**src/rtl/rename_fl_if.sv**
```systemverilog
// Rename request, renamed result, commit and free-count signals for rename_fl.
// The flush wire is present only when RENAME_FLUSH_EN is defined.
interface rename_fl_if #(
  parameter int NAREG = 32,
  parameter int NPREG = 64
);
    localparam int AW = $clog2(NAREG);
    localparam int PW = $clog2(NPREG);

    logic          in_valid;
    logic          in_ready;
    logic [AW-1:0] in_rs1;
    logic [AW-1:0] in_rs2;
    logic [AW-1:0] in_rd;
    logic          in_rd_valid;

    logic          out_valid;
    logic          out_ready;
    logic [PW-1:0] out_prs1;
    logic [PW-1:0] out_prs2;
    logic [PW-1:0] out_prd;
    logic [PW-1:0] out_prd_old;
    logic          out_rd_valid;

    logic          commit_valid;
    logic [AW-1:0] commit_rd;
    logic          commit_rd_valid;
    logic [PW-1:0] commit_prd;

    logic [PW:0]   free_count;

`ifdef RENAME_FLUSH_EN
    logic          flush;

    modport master (
        output in_valid, in_rs1, in_rs2, in_rd, in_rd_valid, out_ready,
               commit_valid, commit_rd, commit_rd_valid, commit_prd, flush,
        input  in_ready, out_valid, out_prs1, out_prs2, out_prd, out_prd_old,
               out_rd_valid, free_count
    );
    modport slave (
        input  in_valid, in_rs1, in_rs2, in_rd, in_rd_valid, out_ready,
               commit_valid, commit_rd, commit_rd_valid, commit_prd, flush,
        output in_ready, out_valid, out_prs1, out_prs2, out_prd, out_prd_old,
               out_rd_valid, free_count
    );
`else
    modport master (
        output in_valid, in_rs1, in_rs2, in_rd, in_rd_valid, out_ready,
               commit_valid, commit_rd, commit_rd_valid, commit_prd,
        input  in_ready, out_valid, out_prs1, out_prs2, out_prd, out_prd_old,
               out_rd_valid, free_count
    );
    modport slave (
        input  in_valid, in_rs1, in_rs2, in_rd, in_rd_valid, out_ready,
               commit_valid, commit_rd, commit_rd_valid, commit_prd,
        output in_ready, out_valid, out_prs1, out_prs2, out_prd, out_prd_old,
               out_rd_valid, free_count
    );
`endif
endinterface

```
**src/rtl/rename_fl.sv**
```systemverilog
// Register rename stage: speculative/committed map tables plus a circular free list.
// Optional RENAME_FLUSH_EN restores the speculative map and head from committed state.
module rename_fl #(
  parameter int NAREG = 32,
  parameter int NPREG = 64
) (
    input logic        clk,
    input logic        rstn,
    rename_fl_if.slave bus
);
    localparam int AW    = $clog2(NAREG);
    localparam int PW    = $clog2(NPREG);
    localparam int NFREE = NPREG - NAREG;

    logic [PW-1:0] rmt  [NAREG];
    logic [PW-1:0] crmt [NAREG];
    logic [PW-1:0] fifo [NPREG];

    logic [PW:0]   head, tail, chead;
    logic [PW:0]   head_n, tail_n, chead_n;
    logic [PW:0]   free_cnt;

    logic          out_valid_q;
    logic [PW-1:0] prs1_q, prs2_q, prd_q, prd_old_q;
    logic          rd_valid_q;

    logic          alloc_req, rdy, accept, do_alloc, commit_do, restore;

    always_comb begin
        alloc_req = bus.in_rd_valid && (bus.in_rd != '0);
        commit_do = bus.commit_valid && bus.commit_rd_valid && (bus.commit_rd != '0);
`ifdef RENAME_FLUSH_EN
        restore   = bus.flush;
`else
        restore   = 1'b0;
`endif
        rdy       = rstn && (!out_valid_q || bus.out_ready)
                    && !(alloc_req && (free_cnt == '0)) && !restore;
        accept    = bus.in_valid && rdy;
        do_alloc  = accept && alloc_req;
        tail_n    = tail  + (PW+1)'(commit_do);
        chead_n   = chead + (PW+1)'(commit_do);
        head_n    = restore ? chead_n : head + (PW+1)'(do_alloc);
    end

    always_ff @(posedge clk or negedge rstn) begin
        if (!rstn) begin
            for (int a = 0; a < NAREG; a++) begin
                rmt[a]  <= PW'(a);
                crmt[a] <= PW'(a);
            end
            for (int i = 0; i < NPREG; i++)
                fifo[i] <= (i < NFREE) ? PW'(NAREG + i) : '0;
            head        <= '0;
            chead       <= '0;
            tail        <= (PW+1)'(NFREE);
            free_cnt    <= (PW+1)'(NFREE);
            out_valid_q <= 1'b0;
            prs1_q      <= '0;
            prs2_q      <= '0;
            prd_q       <= '0;
            prd_old_q   <= '0;
            rd_valid_q  <= 1'b0;
        end else begin
            head     <= head_n;
            tail     <= tail_n;
            chead    <= chead_n;
            free_cnt <= tail_n - head_n;

            // Retirement frees the previous committed mapping of rd.
            if (commit_do) begin
                fifo[tail[PW-1:0]]  <= crmt[bus.commit_rd];
                crmt[bus.commit_rd] <= bus.commit_prd;
            end

            if (do_alloc)
                rmt[bus.in_rd] <= fifo[head[PW-1:0]];

            if (accept) begin
                out_valid_q <= 1'b1;
                prs1_q      <= rmt[bus.in_rs1];
                prs2_q      <= rmt[bus.in_rs2];
                prd_q       <= alloc_req ? fifo[head[PW-1:0]] : '0;
                prd_old_q   <= alloc_req ? rmt[bus.in_rd] : '0;
                rd_valid_q  <= alloc_req;
            end else if (bus.out_ready) begin
                out_valid_q <= 1'b0;
            end

`ifdef RENAME_FLUSH_EN
            // Restore sees the commit landing this same cycle.
            if (bus.flush) begin
                for (int a = 0; a < NAREG; a++)
                    rmt[a] <= (commit_do && (bus.commit_rd == AW'(a))) ? bus.commit_prd : crmt[a];
                out_valid_q <= 1'b0;
            end
`endif
        end
    end

    assign bus.in_ready     = rdy;
    assign bus.out_valid    = out_valid_q;
    assign bus.out_prs1     = prs1_q;
    assign bus.out_prs2     = prs2_q;
    assign bus.out_prd      = prd_q;
    assign bus.out_prd_old  = prd_old_q;
    assign bus.out_rd_valid = rd_valid_q;
    assign bus.free_count   = free_cnt;
endmodule

```
**src/flat_wrapper.sv**
```systemverilog
// flat-port wrapper written by rule: the top's interface ports become plain ports
module rename_fl_flat 
#(
  parameter int NAREG = 32,
  parameter int NPREG = 64
)
  (clk, rstn, bus_in_valid, bus_in_rs1, bus_in_rs2, bus_in_rd, bus_in_rd_valid, bus_out_ready, bus_commit_valid, bus_commit_rd, bus_commit_rd_valid, bus_commit_prd, bus_in_ready, bus_out_valid, bus_out_prs1, bus_out_prs2, bus_out_prd, bus_out_prd_old, bus_out_rd_valid, bus_free_count);
  rename_fl_if #(.NAREG(NAREG), .NPREG(NPREG)) bus_i ();
  input logic clk;
  input logic rstn;
  input wire logic [$bits(bus_i.in_valid)-1:0] bus_in_valid;
  input wire logic [$bits(bus_i.in_rs1)-1:0] bus_in_rs1;
  input wire logic [$bits(bus_i.in_rs2)-1:0] bus_in_rs2;
  input wire logic [$bits(bus_i.in_rd)-1:0] bus_in_rd;
  input wire logic [$bits(bus_i.in_rd_valid)-1:0] bus_in_rd_valid;
  input wire logic [$bits(bus_i.out_ready)-1:0] bus_out_ready;
  input wire logic [$bits(bus_i.commit_valid)-1:0] bus_commit_valid;
  input wire logic [$bits(bus_i.commit_rd)-1:0] bus_commit_rd;
  input wire logic [$bits(bus_i.commit_rd_valid)-1:0] bus_commit_rd_valid;
  input wire logic [$bits(bus_i.commit_prd)-1:0] bus_commit_prd;
  output wire logic [$bits(bus_i.in_ready)-1:0] bus_in_ready;
  output wire logic [$bits(bus_i.out_valid)-1:0] bus_out_valid;
  output wire logic [$bits(bus_i.out_prs1)-1:0] bus_out_prs1;
  output wire logic [$bits(bus_i.out_prs2)-1:0] bus_out_prs2;
  output wire logic [$bits(bus_i.out_prd)-1:0] bus_out_prd;
  output wire logic [$bits(bus_i.out_prd_old)-1:0] bus_out_prd_old;
  output wire logic [$bits(bus_i.out_rd_valid)-1:0] bus_out_rd_valid;
  output wire logic [$bits(bus_i.free_count)-1:0] bus_free_count;
  assign bus_i.in_valid = bus_in_valid;
  assign bus_i.in_rs1 = bus_in_rs1;
  assign bus_i.in_rs2 = bus_in_rs2;
  assign bus_i.in_rd = bus_in_rd;
  assign bus_i.in_rd_valid = bus_in_rd_valid;
  assign bus_i.out_ready = bus_out_ready;
  assign bus_i.commit_valid = bus_commit_valid;
  assign bus_i.commit_rd = bus_commit_rd;
  assign bus_i.commit_rd_valid = bus_commit_rd_valid;
  assign bus_i.commit_prd = bus_commit_prd;
  assign bus_in_ready = bus_i.in_ready;
  assign bus_out_valid = bus_i.out_valid;
  assign bus_out_prs1 = bus_i.out_prs1;
  assign bus_out_prs2 = bus_i.out_prs2;
  assign bus_out_prd = bus_i.out_prd;
  assign bus_out_prd_old = bus_i.out_prd_old;
  assign bus_out_rd_valid = bus_i.out_rd_valid;
  assign bus_free_count = bus_i.free_count;
  rename_fl #(.NAREG(NAREG), .NPREG(NPREG)) u_core (.clk(clk), .rstn(rstn), .bus(bus_i));
endmodule
```
**config.mk**
```make
export PLATFORM = sky130hd
export DESIGN_NAME = rename_fl_flat
export DESIGN_NICKNAME = d
export VERILOG_FILES = /design/src/rtl/rename_fl_if.sv /design/src/rtl/rename_fl.sv /design/src/flat_wrapper.sv
export SDC_FILE = /design/constraint.sdc
export NUM_CORES = 2
export LEC_CHECK = 0
export ABC_CLOCK_PERIOD_IN_PS = 5250
export BUFFER_PORTS_ARGS = -buffer_cell sky130_fd_sc_hd__buf_2
export CAP_MARGIN = 20
export CORE_MARGIN = 3
export CORE_UTILIZATION = 35
export DETAILED_ROUTE_END_ITERATION = 6
export SYNTH_ARGS = -nofsm -noshare
export SYNTH_HDL_FRONTEND = slang
export SYNTH_SLANG_ARGS = --single-unit
```
**constraint.sdc**
```tcl
create_clock -name clk -period 5.25 [get_ports clk]
set_input_delay 1.05 -clock clk [delete_from_list [all_inputs] [get_ports clk]]
set_output_delay 1.05 -clock clk [all_outputs]
set_load 0.01 [all_outputs]
```
==> results.cfg <==
[run_status]
status = finished, final reports clean

[sta]
fin_skew_ns = 0.0447
rsz0062_at_grt = no
finalCritPeriodShare = 0.771
min_period_ns = 4.05
tns_ns = 0
slew_headroom = 0.310
clock.fmax_mhz = 247
slew_viol_final = 0
finalHoldViolCount = 0
worstMarginPinSlew_ns = 1.04
setup_viol = 0

[synth]
synth_xor_area_frac = 0.00431
ys_seq_area_frac = 0.517
synth_nets = 3503
synth-simple-area-share = 0.0977
async_flop_share = 1.00
synth_area_um2 = 40100
synth_top_family_by_area = multiplexers
yosys_warnings = 0
synth_fa_ha_area_frac = 0.00343
synth-compound-area-share = 0.103
synth_cell_types = 57
syn_inst = 3462
synthMuxAreaShare = 0.233
synth-edff-count = 0
synthFlopType = dfrtp_1
ys_ff_latch = 815
synth.avg_cell_area_um2 = 11.6

[setup_path]
rrSetupSlack_ns = 1.22
crit_end = u_core.bus.free_count[5]
startpoint = bus_commit_rd[4]
critical_path_class = primary input to register
critical_path_required_ns = 5.84
worstSetupPathDepth = 11
cp_slowest_cell = nor3_1
cp.arrival_ns = 4.64
crit_fanout = 20
r2r_end = u_core.bus.free_count[5]
slowest_delay_ns = 0.65
cpLargestDelayFamily = adder cells
cp-start-kind = primary input
r2r_start = u_core.bus.free_count[5]
crit_buf_inv = 1
cp-end-kind = register
crit_chain = buf_2 > nor3_1 > a21oi_1 > ha_1 > ha_1 > ha_1 > a21o_1 > maj3_1 > maj3_1 > maj3_1 > xor2_1
r2r_cells = 12

[power_and_ir_drop]
irDropWorstVdd_v = 0.000328
powerDensity_nw_per_um2 = 480
power_leakage_uw = 0.0189

[global_routing]
grt_max_degree = 174
grt_pass1_vias = 26747
gr-total-overflow = 0
antenna_found_initial = 3
grtUsageTotal = 0.180
grt_first_pass_wirelength_um = 165000

[clocking]
htreeDepth = 3
clk_path_buf_depth = 3
cts_inserted_buffers = 89
tritoncts = done
worst_skew_pair.late_latency_ns = 0.68
clk_pin_slew_worst_paths_ns = 0.06
cts_sinks = 815
cts_resized = 0
clock-root-buffer = clkbuf_16
hold_buffers = 0
cts_setup_buffers = 0

[drt]
drt_first_pass_iters = 5
routedWlPerCell_um = 21.4
via_per_inst = 5.42
wl_um = 107000
drcViolationCount = 0
final_antenna_net_count = 0
vias = 26997
drt_iter0_markers = 2328

[final_layout]
finalNetCount = 3442
area_growth_syn_to_layout_pct = 11.5
antenna_cells = 0
layout-drive-gt1-share = 0.304
mostFrequentLayoutCells = 699 x nor2_1, 591 x a21oi_1, 540 x dfrtp_1
final_common_cell = nor2_1
stdcell_area_um2 = 44700
layoutNonFillerInstCount = 4978

[placement]
io_buffers = 66
gp_congestion = 0.891
placed_cell_area_um2 = 41500
place_inst = 4807
dpl.hpwl_um = 69100

[die]
die_w_um = 344
core_area_um2 = 113000
die-height_um = 344
start_util = 0.354
ios = 67
placement_rows = 123
dieArea_um2 = 119000

[job]
maxCapViolCount = 0

[hold_path]
hold_path.class = register to register
min_from = u_core.crmt[187]
[state kept, by name, summed over array words and instances (netlist names)]
signal	cells
u_core.bus.out_prs1	6
u_core.bus.out_prd	6
u_core.head	7
u_core.tail	7
u_core.crmt	192
u_core.bus.out_prs2	6
u_core.bus.free_count	7
u_core.bus.out_valid	1
u_core.bus.out_prd_old	6
u_core.fifo	384
u_core.rmt	192
u_core.bus.out_rd_valid	1
[worst min path at each step]
stage	endpoint	slack, ns	cells past startpoint
floorplan	u_core.crmt[186]	0.42	1
global placement	u_core.crmt[189]	0.36	0
detailed placement	u_core.crmt[188]	0.36	0
CTS	u_core.crmt[188]	0.38	0
global route	u_core.crmt[188]	0.38	0
finish	u_core.crmt[187]	0.37	0
[cells in the mapped netlist (all sizes together), types with 3 or more instances]
library cell	count	area, µm²
xor2	7	61.3
mux2	210	2360
nor2	700	2630
dfstp	274	7200
a21oi	597	3060
o2111ai	6	52.6
and4bb	4	50.1
dfrtp	541	13500
mux4	246	5540
a41oi	6	52.6
nor2b	25	156
or3	5	31.3
maj3	3	30.0
ha	7	87.6
or2	7	43.8
and3	4	25.0
nand3	37	185
nand4	11	68.8
nor4	5	37.5
nand2b	8	50.1
mux2i	144	1440
o22ai	11	68.8
a22o	16	140
nand3b	6	45.0
o21ai	27	135
nor3	22	110
xnor2	10	87.6
o211ai	9	67.6
a22oi	49	368
inv	13	48.8
or3b	3	26.3
a31oi	18	113
buf	183	1140
clkbuf	123	462
nand2	106	398
and2	3	18.8
[per-stage QoR]
step	power, µW	setup WS (ns)	utilization	hold WS [ns]
6_report	21400	1.20	0.395	0.375
5_1_grt	22500	1.05	0.395	0.383
4_1_cts	21600	1.22	0.395	0.377
3_5_place_dp	14900	0.549	0.367	0.363
3_3_place_gp	14800	0.592	0.367	0.360
2_1_floorplan	12800	0.511	-	0.425
[worst register-to-register path: stages (launching register included)]
cell	delay [ns]
dfstp_2	0.41
nor4_1	0.69
nand2_1	0.36
nand3_1	0.21
inv_1	0.07
ha_1	0.19
xnor2_1	0.29
ha_1	0.29
a21o_1	0.18
maj3_1	0.40
maj3_1	0.37
maj3_1	0.37
xor2_1	0.15
[power breakdown]
group / internal (µW) / switching, µW
clock: 3880 / 2720
combinational: 2360 / 3770
sequential: 7820 / 902
total: 14100 / 7390
[per-layer routing]
layer  track usage  up-vias  share of wire  wire (µm)
met3        0.0366      171          0.068       7280
met1         0.259    13724           0.45      48300
met2         0.273      823           0.45      48400
li1              -    12279              -          -
met5             0        -              0          0
met4        0.0550        0          0.026       2790
[layout make-up]
| type | instances | area (µm²) |
|---|---|---|
| fill | 10702 | 68400 |
| multi-input combinational | 2328 | 17700 |
| clock inverter | 44 | 591 |
| timing repair buffer | 154 | 1180 |
| clock buffer | 124 | 2510 |
| sequential | 815 | 20700 |
| tap | 1500 | 1880 |
| inverter | 13 | 48.8 |
[cell families after synthesis]
| kind of cell | after synthesis |
|---|---|
| mux | 600 |
| buf+inv | 319 |
| simple gates | 951 |
| flops | 815 |
| fa+ha+maj | 11 |
| compound gates | 748 |
| xor+xnor | 18 |
Power figures use the tool's default switching activity.
